**src/rtl/command_reader_ctrl_pkg.sv**
```systemverilog
// rtl/command_reader_ctrl_pkg.sv - select codes, opcodes, states and response bytes for command_reader_ctrl
package command_reader_pkg;

    localparam logic [1:0] WORD_HOLD  = 2'b00;
    localparam logic [1:0] WORD_MAX   = 2'b01;
    localparam logic [1:0] WORD_TRUE  = 2'b10;
    localparam logic [1:0] WORD_FALSE = 2'b11;

    localparam logic [1:0] TMR_HOLD   = 2'b00;
    localparam logic [1:0] TMR_COUNT  = 2'b01;
    localparam logic [1:0] TMR_CLEAR  = 2'b10;

    localparam logic [2:0] OP_PING     = 3'b000;
    localparam logic [2:0] OP_READ_MAX = 3'b001;
    localparam logic [2:0] OP_CLR_PEAK = 3'b010;

    localparam logic [7:0] RESP_TRUE  = 8'h30;
    localparam logic [7:0] RESP_FALSE = 8'h31;

    typedef logic [2:0] state_t;
    localparam state_t ST_IDLE       = 3'd0;
    localparam state_t ST_DECODE     = 3'd1;
    localparam state_t ST_CLR_TIMER  = 3'd2;
    localparam state_t ST_WAIT_DATA  = 3'd3;
    localparam state_t ST_LOAD_MAX   = 3'd4;
    localparam state_t ST_LOAD_TRUE  = 3'd5;
    localparam state_t ST_LOAD_FALSE = 3'd6;
    localparam state_t ST_SEND       = 3'd7;

    function automatic logic [2:0] opcode_of(input logic [7:0] cmd);
        return cmd[7:5];
    endfunction

endpackage

```
**src/rtl/command_reader_ctrl_if.sv**
```systemverilog
// rtl/command_reader_ctrl_if.sv - handshake and select signals between the sequencer and its datapath
interface command_reader_ctrl_if;
    logic       rx_valid;
    logic [7:0] rx_data;
    logic       max_valid;
    logic       timeout;
    logic       tx_ready;
    logic [7:0] cmd;
    logic [1:0] word_sel;
    logic [1:0] timer_sel;
    logic       peak_req;
    logic       peak_clr;
    logic       tx_start;
    logic       busy;

    modport master (
        input  rx_valid, rx_data, max_valid, timeout, tx_ready,
        output cmd, word_sel, timer_sel, peak_req, peak_clr, tx_start, busy
    );

    modport slave (
        output rx_valid, rx_data, max_valid, timeout, tx_ready,
        input  cmd, word_sel, timer_sel, peak_req, peak_clr, tx_start, busy
    );
endinterface

```
**src/rtl/command_reader_ctrl_wait_counter.sv**
```systemverilog
// rtl/command_reader_ctrl_wait_counter.sv - loadable saturating down-counter with zero flag
module cmd_wait_counter #(
    parameter int W = 6
) (
    input  logic         clk,
    input  logic         reset_b,
    input  logic         load,
    input  logic [W-1:0] load_val,
    input  logic         dec,
    output logic         zero
);
    logic [W-1:0] count;

    always_ff @(posedge clk or negedge reset_b) begin
        if (!reset_b) begin
            count <= '0;
        end else if (load) begin
            count <= load_val;
        end else if (dec && (count != '0)) begin
            count <= count - 1'b1;
        end
    end

    assign zero = (count == '0);
endmodule

```
**src/rtl/command_reader_ctrl.sv**
```systemverilog
// rtl/command_reader_ctrl.sv - command reader sequencing FSM; optional BUSY_NAK_EN answers bytes dropped while busy with 0x31
module command_reader_ctrl
    import command_reader_pkg::*;
#(
    parameter int CLR_HOLD_CYCLES = 32,
    parameter int TIMEOUT_GUARD   = 16
) (
    input  logic                 clk,
    input  logic                 reset_b,
    command_reader_ctrl_if.master bus
);
    localparam int CNT_MAX = (CLR_HOLD_CYCLES > TIMEOUT_GUARD) ? CLR_HOLD_CYCLES : TIMEOUT_GUARD;
    localparam int CNT_W   = $clog2(CNT_MAX) + 1;
    localparam logic [CNT_W-1:0] HOLD_LOAD  = CNT_W'(CLR_HOLD_CYCLES - 1);
    localparam logic [CNT_W-1:0] GUARD_LOAD = CNT_W'(TIMEOUT_GUARD);

    state_t           state, state_nxt;
    logic [7:0]       cmd_q;
    logic [2:0]       opcode;
    logic             nak_pend;
    logic             cnt_load, cnt_dec, cnt_zero;
    logic [CNT_W-1:0] cnt_val;

    assign opcode = opcode_of(cmd_q);

    cmd_wait_counter #(.W(CNT_W)) u_wait_counter (
        .clk      (clk),
        .reset_b  (reset_b),
        .load     (cnt_load),
        .load_val (cnt_val),
        .dec      (cnt_dec),
        .zero     (cnt_zero)
    );

    always_comb begin
        state_nxt = state;
        cnt_load  = 1'b0;
        cnt_val   = HOLD_LOAD;
        case (state)
            ST_IDLE: begin
                if (nak_pend)          state_nxt = ST_LOAD_FALSE;
                else if (bus.rx_valid) state_nxt = ST_DECODE;
            end
            ST_DECODE: begin
                case (opcode)
                    OP_READ_MAX: begin
                        state_nxt = ST_CLR_TIMER;
                        cnt_load  = 1'b1;
                    end
                    OP_PING, OP_CLR_PEAK: state_nxt = ST_LOAD_TRUE;
                    default:              state_nxt = ST_LOAD_FALSE;
                endcase
            end
            ST_CLR_TIMER: begin
                // Hand the counter over to the timeout guard as the hold ends
                if (cnt_zero) begin
                    state_nxt = ST_WAIT_DATA;
                    cnt_load  = 1'b1;
                    cnt_val   = GUARD_LOAD;
                end
            end
            ST_WAIT_DATA: begin
                if (bus.max_valid)                 state_nxt = ST_LOAD_MAX;
                else if (bus.timeout && cnt_zero)  state_nxt = ST_LOAD_FALSE;
            end
            ST_LOAD_MAX, ST_LOAD_TRUE, ST_LOAD_FALSE: state_nxt = ST_SEND;
            ST_SEND: begin
                if (bus.tx_ready) state_nxt = ST_IDLE;
            end
            default: state_nxt = ST_IDLE;
        endcase
    end

    assign cnt_dec = (state == ST_CLR_TIMER) || (state == ST_WAIT_DATA);

    always_ff @(posedge clk or negedge reset_b) begin
        if (!reset_b) begin
            state <= ST_IDLE;
            cmd_q <= 8'h00;
        end else begin
            state <= state_nxt;
            if ((state == ST_IDLE) && !nak_pend && bus.rx_valid) begin
                cmd_q <= bus.rx_data;
            end
        end
    end

`ifdef BUSY_NAK_EN
    logic pending_nak;

    always_ff @(posedge clk or negedge reset_b) begin
        if (!reset_b) begin
            pending_nak <= 1'b0;
        end else if ((state == ST_IDLE) && pending_nak) begin
            pending_nak <= 1'b0;
        end else if (bus.rx_valid && (state != ST_IDLE)) begin
            pending_nak <= 1'b1;
        end
    end

    assign nak_pend = pending_nak;
`else
    assign nak_pend = 1'b0;
`endif

    always_comb begin
        case (state)
            ST_LOAD_MAX:   bus.word_sel = WORD_MAX;
            ST_LOAD_TRUE:  bus.word_sel = WORD_TRUE;
            ST_LOAD_FALSE: bus.word_sel = WORD_FALSE;
            default:       bus.word_sel = WORD_HOLD;
        endcase
    end

    // Timer only counts while waiting; everywhere else it is held cleared
    assign bus.timer_sel = (state == ST_WAIT_DATA) ? TMR_COUNT : TMR_CLEAR;
    assign bus.peak_req  = (state == ST_CLR_TIMER) || (state == ST_WAIT_DATA);
    assign bus.peak_clr  = (state == ST_DECODE) && (opcode == OP_CLR_PEAK);
    assign bus.tx_start  = (state == ST_SEND) && bus.tx_ready;
    assign bus.busy      = (state != ST_IDLE);
    assign bus.cmd       = cmd_q;

endmodule
```
**src/flat_wrapper.sv**
```systemverilog
// flat-port wrapper written by rule: the top's interface ports become plain ports
module command_reader_ctrl_flat import command_reader_pkg::*;
#(
    parameter int CLR_HOLD_CYCLES = 32,
    parameter int TIMEOUT_GUARD   = 16
)
  (clk, reset_b, bus_rx_valid, bus_rx_data, bus_max_valid, bus_timeout, bus_tx_ready, bus_cmd, bus_word_sel, bus_timer_sel, bus_peak_req, bus_peak_clr, bus_tx_start, bus_busy);
  command_reader_ctrl_if bus_i ();
  input  logic clk;
  input  logic reset_b;
  input wire logic [$bits(bus_i.rx_valid)-1:0] bus_rx_valid;
  input wire logic [$bits(bus_i.rx_data)-1:0] bus_rx_data;
  input wire logic [$bits(bus_i.max_valid)-1:0] bus_max_valid;
  input wire logic [$bits(bus_i.timeout)-1:0] bus_timeout;
  input wire logic [$bits(bus_i.tx_ready)-1:0] bus_tx_ready;
  output wire logic [$bits(bus_i.cmd)-1:0] bus_cmd;
  output wire logic [$bits(bus_i.word_sel)-1:0] bus_word_sel;
  output wire logic [$bits(bus_i.timer_sel)-1:0] bus_timer_sel;
  output wire logic [$bits(bus_i.peak_req)-1:0] bus_peak_req;
  output wire logic [$bits(bus_i.peak_clr)-1:0] bus_peak_clr;
  output wire logic [$bits(bus_i.tx_start)-1:0] bus_tx_start;
  output wire logic [$bits(bus_i.busy)-1:0] bus_busy;
  assign bus_i.rx_valid = bus_rx_valid;
  assign bus_i.rx_data = bus_rx_data;
  assign bus_i.max_valid = bus_max_valid;
  assign bus_i.timeout = bus_timeout;
  assign bus_i.tx_ready = bus_tx_ready;
  assign bus_cmd = bus_i.cmd;
  assign bus_word_sel = bus_i.word_sel;
  assign bus_timer_sel = bus_i.timer_sel;
  assign bus_peak_req = bus_i.peak_req;
  assign bus_peak_clr = bus_i.peak_clr;
  assign bus_tx_start = bus_i.tx_start;
  assign bus_busy = bus_i.busy;
  command_reader_ctrl #(.CLR_HOLD_CYCLES(CLR_HOLD_CYCLES), .TIMEOUT_GUARD(TIMEOUT_GUARD)) u_core (.clk(clk), .reset_b(reset_b), .bus(bus_i));
endmodule
```
**config.mk**
```make
export PLATFORM = sky130hd
export DESIGN_NAME = command_reader_ctrl_flat
export DESIGN_NICKNAME = d
export VERILOG_FILES = /design/src/rtl/command_reader_ctrl_pkg.sv /design/src/rtl/command_reader_ctrl_if.sv /design/src/rtl/command_reader_ctrl_wait_counter.sv /design/src/rtl/command_reader_ctrl.sv /design/src/flat_wrapper.sv
export SDC_FILE = /design/constraint.sdc
export NUM_CORES = 1
export LEC_CHECK = 0
export ABC_AREA = 1
export CORE_MARGIN = 2
export CORE_UTILIZATION = 49
export CTS_CLUSTER_SIZE = 10
export DETAILED_ROUTE_END_ITERATION = 8
export MAX_ROUTING_LAYER = met4
export PLACE_DENSITY = 0.88
export SKIP_LAST_GASP = 1
export SLEW_MARGIN = 40
export SYNTH_ARGS = -nofsm -noshare
export SYNTH_HDL_FRONTEND = slang
export SYNTH_SLANG_ARGS = --single-unit
```
**constraint.sdc**
```tcl
create_clock -name clk -period 2.73 [get_ports clk]
set_clock_uncertainty 0.15 [all_clocks]
set_input_delay 0.6825 -clock clk [delete_from_list [all_inputs] [get_ports clk]]
set_output_delay 0.6825 -clock clk [all_outputs]
set_load 0.05 [all_outputs]
```
==> results of run 1 <==
[cell families after synthesis]
kind of cell               after synthesis  share of synthesized area (%)
DFF                                     17                           42.9
muxes                                    6                           6.82
xor gates and xnor gates                 1                          0.884
AOI/OAI and AO/OA                       12                           6.31
and+or+nand+nor                         73                           33.5
adders and majority gates                1                           1.26
buffers and inverters                   22                           8.33
[Yosys cell counts, drive strengths merged]
master	number
a21boi	1
a21oi	6
dfrtp	17
ha	1
inv	22
mux2	6
nand2	35
nand3	10
nand3b	1
nand4	2
nor2	21
nor3	3
o21ai	5
or2	1
xnor2	1
[worst min-delay path by stage]
stage	startpoint	end	slack [ns]	cells past startpoint
global route	u_core.bus.cmd[1]	u_core.bus.cmd[1]	0.40	1
floorplan	reset_b	u_core.bus.cmd[0]	0.24	0
finish	u_core.bus.cmd[2]	u_core.bus.cmd[2]	0.37	1
global placement	u_core.bus.cmd[2]	u_core.bus.cmd[2]	0.34	1
detailed placement	u_core.bus.cmd[1]	u_core.bus.cmd[1]	0.35	1
CTS	u_core.bus.cmd[2]	u_core.bus.cmd[2]	0.38	1
[power by group]
group | switching [mW] | total [mW] | leakage [nW] | internal (mW)
combinational | 0.714 | 1.10 | 0.499 | 0.383
sequential | 0.0984 | 0.473 | 0.203 | 0.375
clock | 0.0830 | 0.137 | 0.0177 | 0.0544
total | 0.895 | 1.71 | 0.719 | 0.812
[routing by layer]
| metal | GRT usage (%) | wire length, um |
|---|---|---|
| met5 | - | 0 |
| met4 | 5.24 | 8 |
| met3 | 4.29 | 95 |
| met2 | 34.2 | 1080 |
| met1 | 27.0 | 991 |
[flip-flops by register name, summed over array words and instances (netlist names)]
name,count
u_core.bus.cmd,8
u_core.state,3
u_core.u_wait_counter.count,6
[area by class of cell]
| cell class | count | area [um^2] |
|---|---|---|
| Clock buffer | 3 | 22.5 |
| Sequential cell | 17 | 425 |
| Tap cell | 27 | 33.8 |
| Multi-Input combinational cell | 93 | 488 |
| Timing Repair Buffer | 30 | 310 |
| Inverter | 22 | 82.6 |
| Fill cell | 167 | 574 |
| Clock inverter | 1 | 5.00 |
[cell usage in the layout, fill, tap and decap left out, types with 3 or more instances in the layout]
cell type / n
sky130_fd_sc_hd__nand2_2: 3
sky130_fd_sc_hd__clkbuf_4: 3
sky130_fd_sc_hd__clkdlybuf4s50_1: 23
sky130_fd_sc_hd__buf_4: 3
sky130_fd_sc_hd__inv_1: 18
sky130_fd_sc_hd__nand3_1: 8
sky130_fd_sc_hd__nor2_1: 18
sky130_fd_sc_hd__o21ai_0: 5
sky130_fd_sc_hd__mux2_2: 6
sky130_fd_sc_hd__dlymetal6s2s_1: 3
sky130_fd_sc_hd__inv_2: 4
sky130_fd_sc_hd__dfrtp_1: 17
sky130_fd_sc_hd__a21oi_1: 6
sky130_fd_sc_hd__nand2_1: 32
[what timing repair did]
item / 4_1_cts / 5_1_grt
gates resized for setup: 0 / 3
endpoints found under the setup margin: 0 / 3
endpoints found under the hold margin: 0 / 0
[critical path: cells and delay by family (launching register included)]
| kind | cells | cell delay (ns) |
|---|---|---|
| flops | 1 | 0.45 |
| simple gates | 2 | 0.31 |
| buf+inv | 1 | 0.71 |
[metrics by stage]
step	instances	power (mW)	worst slack (ns)	util (%)	hold slack, ns
final	193	1.71	0.135	70.4	0.373
after global routing	193	1.83	0.0357	70.4	0.398
after global placement	189	1.54	0.232	68.6	0.338
after CTS	193	1.72	0.0132	70.0	0.379
after floorplan	132	1.25	0.106	-	0.237
after detailed placement	189	1.58	0.205	68.6	0.353
==> flow_summary.json, run 1 <==
{
  "status": "finished clean",
  "data_arrival_time_of_the_worst_path_ns": 1.76,
  "critical_path.max_fanout": 5,
  "totalWireLength_mm": 2.17,
  "total_leakage_power_nw": 0.719,
  "synth_warn": 0,
  "reg2reg_to": "u_core.u_wait_counter.count[5]",
  "post-route-min-period_ns": 2.60,
  "gp_congestion": 0.840,
  "clock_tree.root_cell": "sky130_fd_sc_hd__clkbuf_4",
  "worst-r2r-cell-count": 7,
  "antenna_cells_inserted": 0,
  "layout-drive-gt1-share_pct": 16.9,
  "timing.critical_path.slowest_cell_delay_ns": 0.71,
  "vias_per_cell": 4.94,
  "critical_path.startpoint_type": "flop",
  "finalSetupTns_ns": 0,
  "grt_pass1_vias": 950,
  "area_growth_pct": 38.0,
  "post-route-period-util_pct": 95.1,
  "critical_path_class": "reg2out",
  "postSynthNetCount": 147,
  "postCtsSetupBuffers": 0,
  "fin_nets": 182,
  "hp-class": "reg2reg",
  "cts_buffer_count": 3,
  "grt_antenna_before_repair": 0,
  "slew_margin_rel_pct": 66.0,
  "rrSetupSlack_ns": 1.07,
  "synth.top_cell.area_share_pct": 42.9,
  "core-area_um2": 1940,
  "total_setup_violations_reported_at_the_end_of_the_flow": 0,
  "starting_density_of_the_core_pct": 51.0,
  "cts_hold_buf": 0,
  "cp_cell_sequence": "nor2_1 > nand2_1 > clkdlybuf4s50_1",
  "worstSetupStartpoint": "u_core.state[1]",
  "die_h_um": 49.0,
  "worstMarginPinSlew_ns": 0.509,
  "synthesized_netlist_cell_count": 132,
  "drt_pass1_iterations": 4,
  "clkSinkCount": 17,
  "critPathCaptureType": "primary output",
  "die_area_um2": 2400,
  "vias": 954,
  "routed_wire_length_per_instance_um": 11.3,
  "powerDensity_nw_per_um2": 1250,
  "detailedRoute.firstIterationViolations": 22,
  "grt-ovfl-total": 0,
  "place_hpwl_mm": 1.75,
  "synthDominantAreaCellType": "sky130_fd_sc_hd__dfrtp_1",
  "synth.top_cells.by_area": "sky130_fd_sc_hd__dfrtp_1, sky130_fd_sc_hd__nand2_1, sky130_fd_sc_hd__inv_1",
  "die_x_um": 49.0,
  "fmaxAchievable_mhz": 385,
  "syn_area_um2": 991,
  "max-vdd-ir-drop_uv": 758,
  "clk_latency_ns": 0.29,
  "timing.rr.start": "u_core.u_wait_counter.count[0]",
  "first_pass_grt_wire_length_mm": 3.89,
  "area_of_all_placed_cells_without_fillers_um2": 1370,
  "synth_cell_types": 20,
  "placementRows": 16,
  "pin_count_of_the_biggest_net_entering_global_routing": 18,
  "maxCapViolCount": 0,
  "htreeDepth": 1,
  "required_ns": 1.90,
  "num_io_pins": 30,
  "clk_pin_slew_ns": 0.10,
  "io_buffers": 29,
  "dp_area_um2": 1330,
  "crit_slowest_cell": "sky130_fd_sc_hd__clkdlybuf4s50_1",
  "clockBufferDepth": 2,
  "ant_nets": 0,
  "seq_area_frac_synth_pct": 42.9,
  "slew_violations": 0,
  "ys_seq_elements": 17,
  "setup_repair_after_global_routing_missed_its_margin": "false",
  "global_route.usage.total_pct": 21.1,
  "synth.avg_cell_area_um2": 7.51,
  "final_hold_viol_count": 0,
  "drc": 0,
  "crit_path_end": "bus_busy",
  "cts_tree": "done"
}
(Power assumes the default switching activity.)
==> run 2, diff against run 1 <==
CELL_PAD_IN_SITES_DETAIL_PLACEMENT = 0   (was not set)
CELL_PAD_IN_SITES_GLOBAL_PLACEMENT = 1   (was not set)
CORE_ASPECT_RATIO = 0.5   (was not set)
CORE_UTILIZATION = 35   (was 49)
==> flow_summary.json, run 2 (synthesis results as in run 1) <==
{
  "status": "finished clean",
  "grt-ovfl-total": 0,
  "maxCapViolCount": 0,
  "mostFrequentLayoutCell": "sky130_fd_sc_hd__nand2_1",
  "setup_repair_after_global_routing_missed_its_margin": "false",
  "critical_path.startpoint_type": "flop",
  "starting_density_of_the_core_pct": 37.6,
  "setup_slack_ns": 0.0950,
  "post-route-period-util_pct": 96.5,
  "cts_tree": "done",
  "clock_tree.root_cell": "sky130_fd_sc_hd__clkbuf_8",
  "vias_per_cell": 4.60,
  "critical_path_class": "reg2out",
  "fin_total_pwr_mw": 1.76,
  "worstSetupStartpoint": "u_core.state[0]",
  "worst-r2r-cell-count": 7,
  "worst_hold_slack_ns": 0.358,
  "layout-drive-gt1-share_pct": 16.3,
  "total_leakage_power_nw": 0.701,
  "io_buffers": 29,
  "die_h_um": 41.6,
  "critPathCaptureType": "primary output",
  "fin_nets": 182,
  "worstMarginPinSlew_ns": 0.512,
  "place_hpwl_mm": 1.87,
  "first_pass_grt_wire_length_mm": 3.71,
  "grt_pass1_vias": 825,
  "data_arrival_time_of_the_worst_path_ns": 1.80,
  "post_cts_resized": 0,
  "slew_violations": 0,
  "detailedRoute.firstIterationViolations": 33,
  "area_growth_pct": 40.3,
  "preCtsSetupSlack_ns": 0.192,
  "crit_path_end": "bus_timer_sel[0]",
  "final_hold_viol_count": 0,
  "cts_buffer_count": 3,
  "clkSinkCount": 17,
  "die_x_um": 79.3,
  "drt_pass1_iterations": 4,
  "postCtsSetupBuffers": 0,
  "most_frequent_cells_in_the_layout": "sky130_fd_sc_hd__nand2_1, sky130_fd_sc_hd__clkdlybuf4s50_1, sky130_fd_sc_hd__nor2_1, sky130_fd_sc_hd__inv_1, sky130_fd_sc_hd__dfrtp_1",
  "reg2reg_to": "u_core.u_wait_counter.count[5]",
  "pin_count_of_the_biggest_net_entering_global_routing": 18,
  "post-route-min-period_ns": 2.63,
  "ant_nets": 0,
  "core-area_um2": 2640,
  "max-vdd-ir-drop_uv": 532,
  "required_ns": 1.90,
  "fmaxAchievable_mhz": 380,
  "antenna_cells_inserted": 0,
  "powerDensity_nw_per_um2": 1260,
  "fin_util_pct": 52.8,
  "grt_antenna_before_repair": 0,
  "clk_latency_ns": 0.25,
  "clk_pin_slew_ns": 0.06,
  "placementRows": 13,
  "num_io_pins": 30,
  "global_route.usage.total_pct": 15.0,
  "critical_path.max_fanout": 5,
  "drc": 0,
  "largest_register_ff_count": 8,
  "cts_hold_buf": 0,
  "hp-class": "reg2reg",
  "timing.rr.start": "u_core.u_wait_counter.count[0]",
  "gp_congestion": 0.904,
  "htreeDepth": 1,
  "finalSetupTns_ns": 0,
  "die_area_um2": 3300,
  "clockBufferDepth": 2,
  "routed_wire_length_per_instance_um": 11.2,
  "fillers": 257,
  "slew_margin_rel_pct": 65.8,
  "totalWireLength_mm": 2.28,
  "vias": 933,
  "total_setup_violations_reported_at_the_end_of_the_flow": 0,
  "rrSetupSlack_ns": 1.01
}
-- run 2: cell types whose count changed in the layout (fill, tap and decap cells not counted), sizes merged --
cell / previous run / this run
dlymetal6s2s: 3 / 0
clkbuf: 3 / 4
clkinv: 1 / 0
clkdlybuf4s50: 23 / 26
-- run 2: worst max-delay path, stage by stage (launching register included) --
cell and delay (ns):
sky130_fd_sc_hd__dfrtp_1 0.42, sky130_fd_sc_hd__nand2_1 0.12, sky130_fd_sc_hd__nor2_1 0.18, sky130_fd_sc_hd__clkdlybuf4s50_1 0.84
-- run 2: report_power, final --
group | internal, mW | switching, mW | leakage (nW) | total (mW)
Combinational | 0.384 | 0.714 | 0.475 | 1.10
Sequential | 0.376 | 0.0978 | 0.203 | 0.474
Clock | 0.103 | 0.0821 | 0.0228 | 0.186
Total | 0.863 | 0.894 | 0.701 | 1.76
-- run 2: worst min-delay path by stage --
| stage | startpoint | endpoint | slack, ns | cells after the start |
|---|---|---|---|---|
| global route | u_core.bus.cmd[4] | u_core.bus.cmd[4] | 0.39 | 1 |
| detailed placement | u_core.bus.cmd[2] | u_core.bus.cmd[2] | 0.35 | 1 |
| floorplan | reset_b | u_core.bus.cmd[0] | 0.24 | 0 |
| global placement | u_core.bus.cmd[3] | u_core.bus.cmd[3] | 0.34 | 1 |
| finish | u_core.bus.cmd[4] | u_core.bus.cmd[4] | 0.36 | 1 |
| CTS | u_core.bus.cmd[2] | u_core.bus.cmd[2] | 0.36 | 1 |
-- run 2: per-stage QoR --
step                instance area, um^2  std cells
finish                             1390        203
global route                       1390        203
CTS                                1390        203
detailed placement                 1350        199
global placement                   1350        199
floorplan                           996        132
-- run 2: final cells by class --
cell class	count	area, um^2	area share (%)
clock buffer	4	45.0	3.24
inverter	22	82.6	5.94
multi-input combinational	93	488	35.1
sequential	17	425	30.6
timing repair buffer	30	303	21.8
tap	37	46.3	3.33
-- run 2: layer usage --
layer / routed length, um / vias up / GRT usage, %
met3: 80 / 2 / 3.91
met5: 0 / - / -
met4: 12 / 0 / 3.10
met2: 1070 / 21 / 23.2
li1: - / 485 / -
met1: 1120 / 425 / 19.9
==> run 3, diff against run 2 <==
ABC_CLOCK_PERIOD_IN_PS = 2730   (was not set)
SLEW_MARGIN = not set   (was 40)
==> results of run 3 <==
No change in the layout: final DEF, timing and power equal those of run 2.
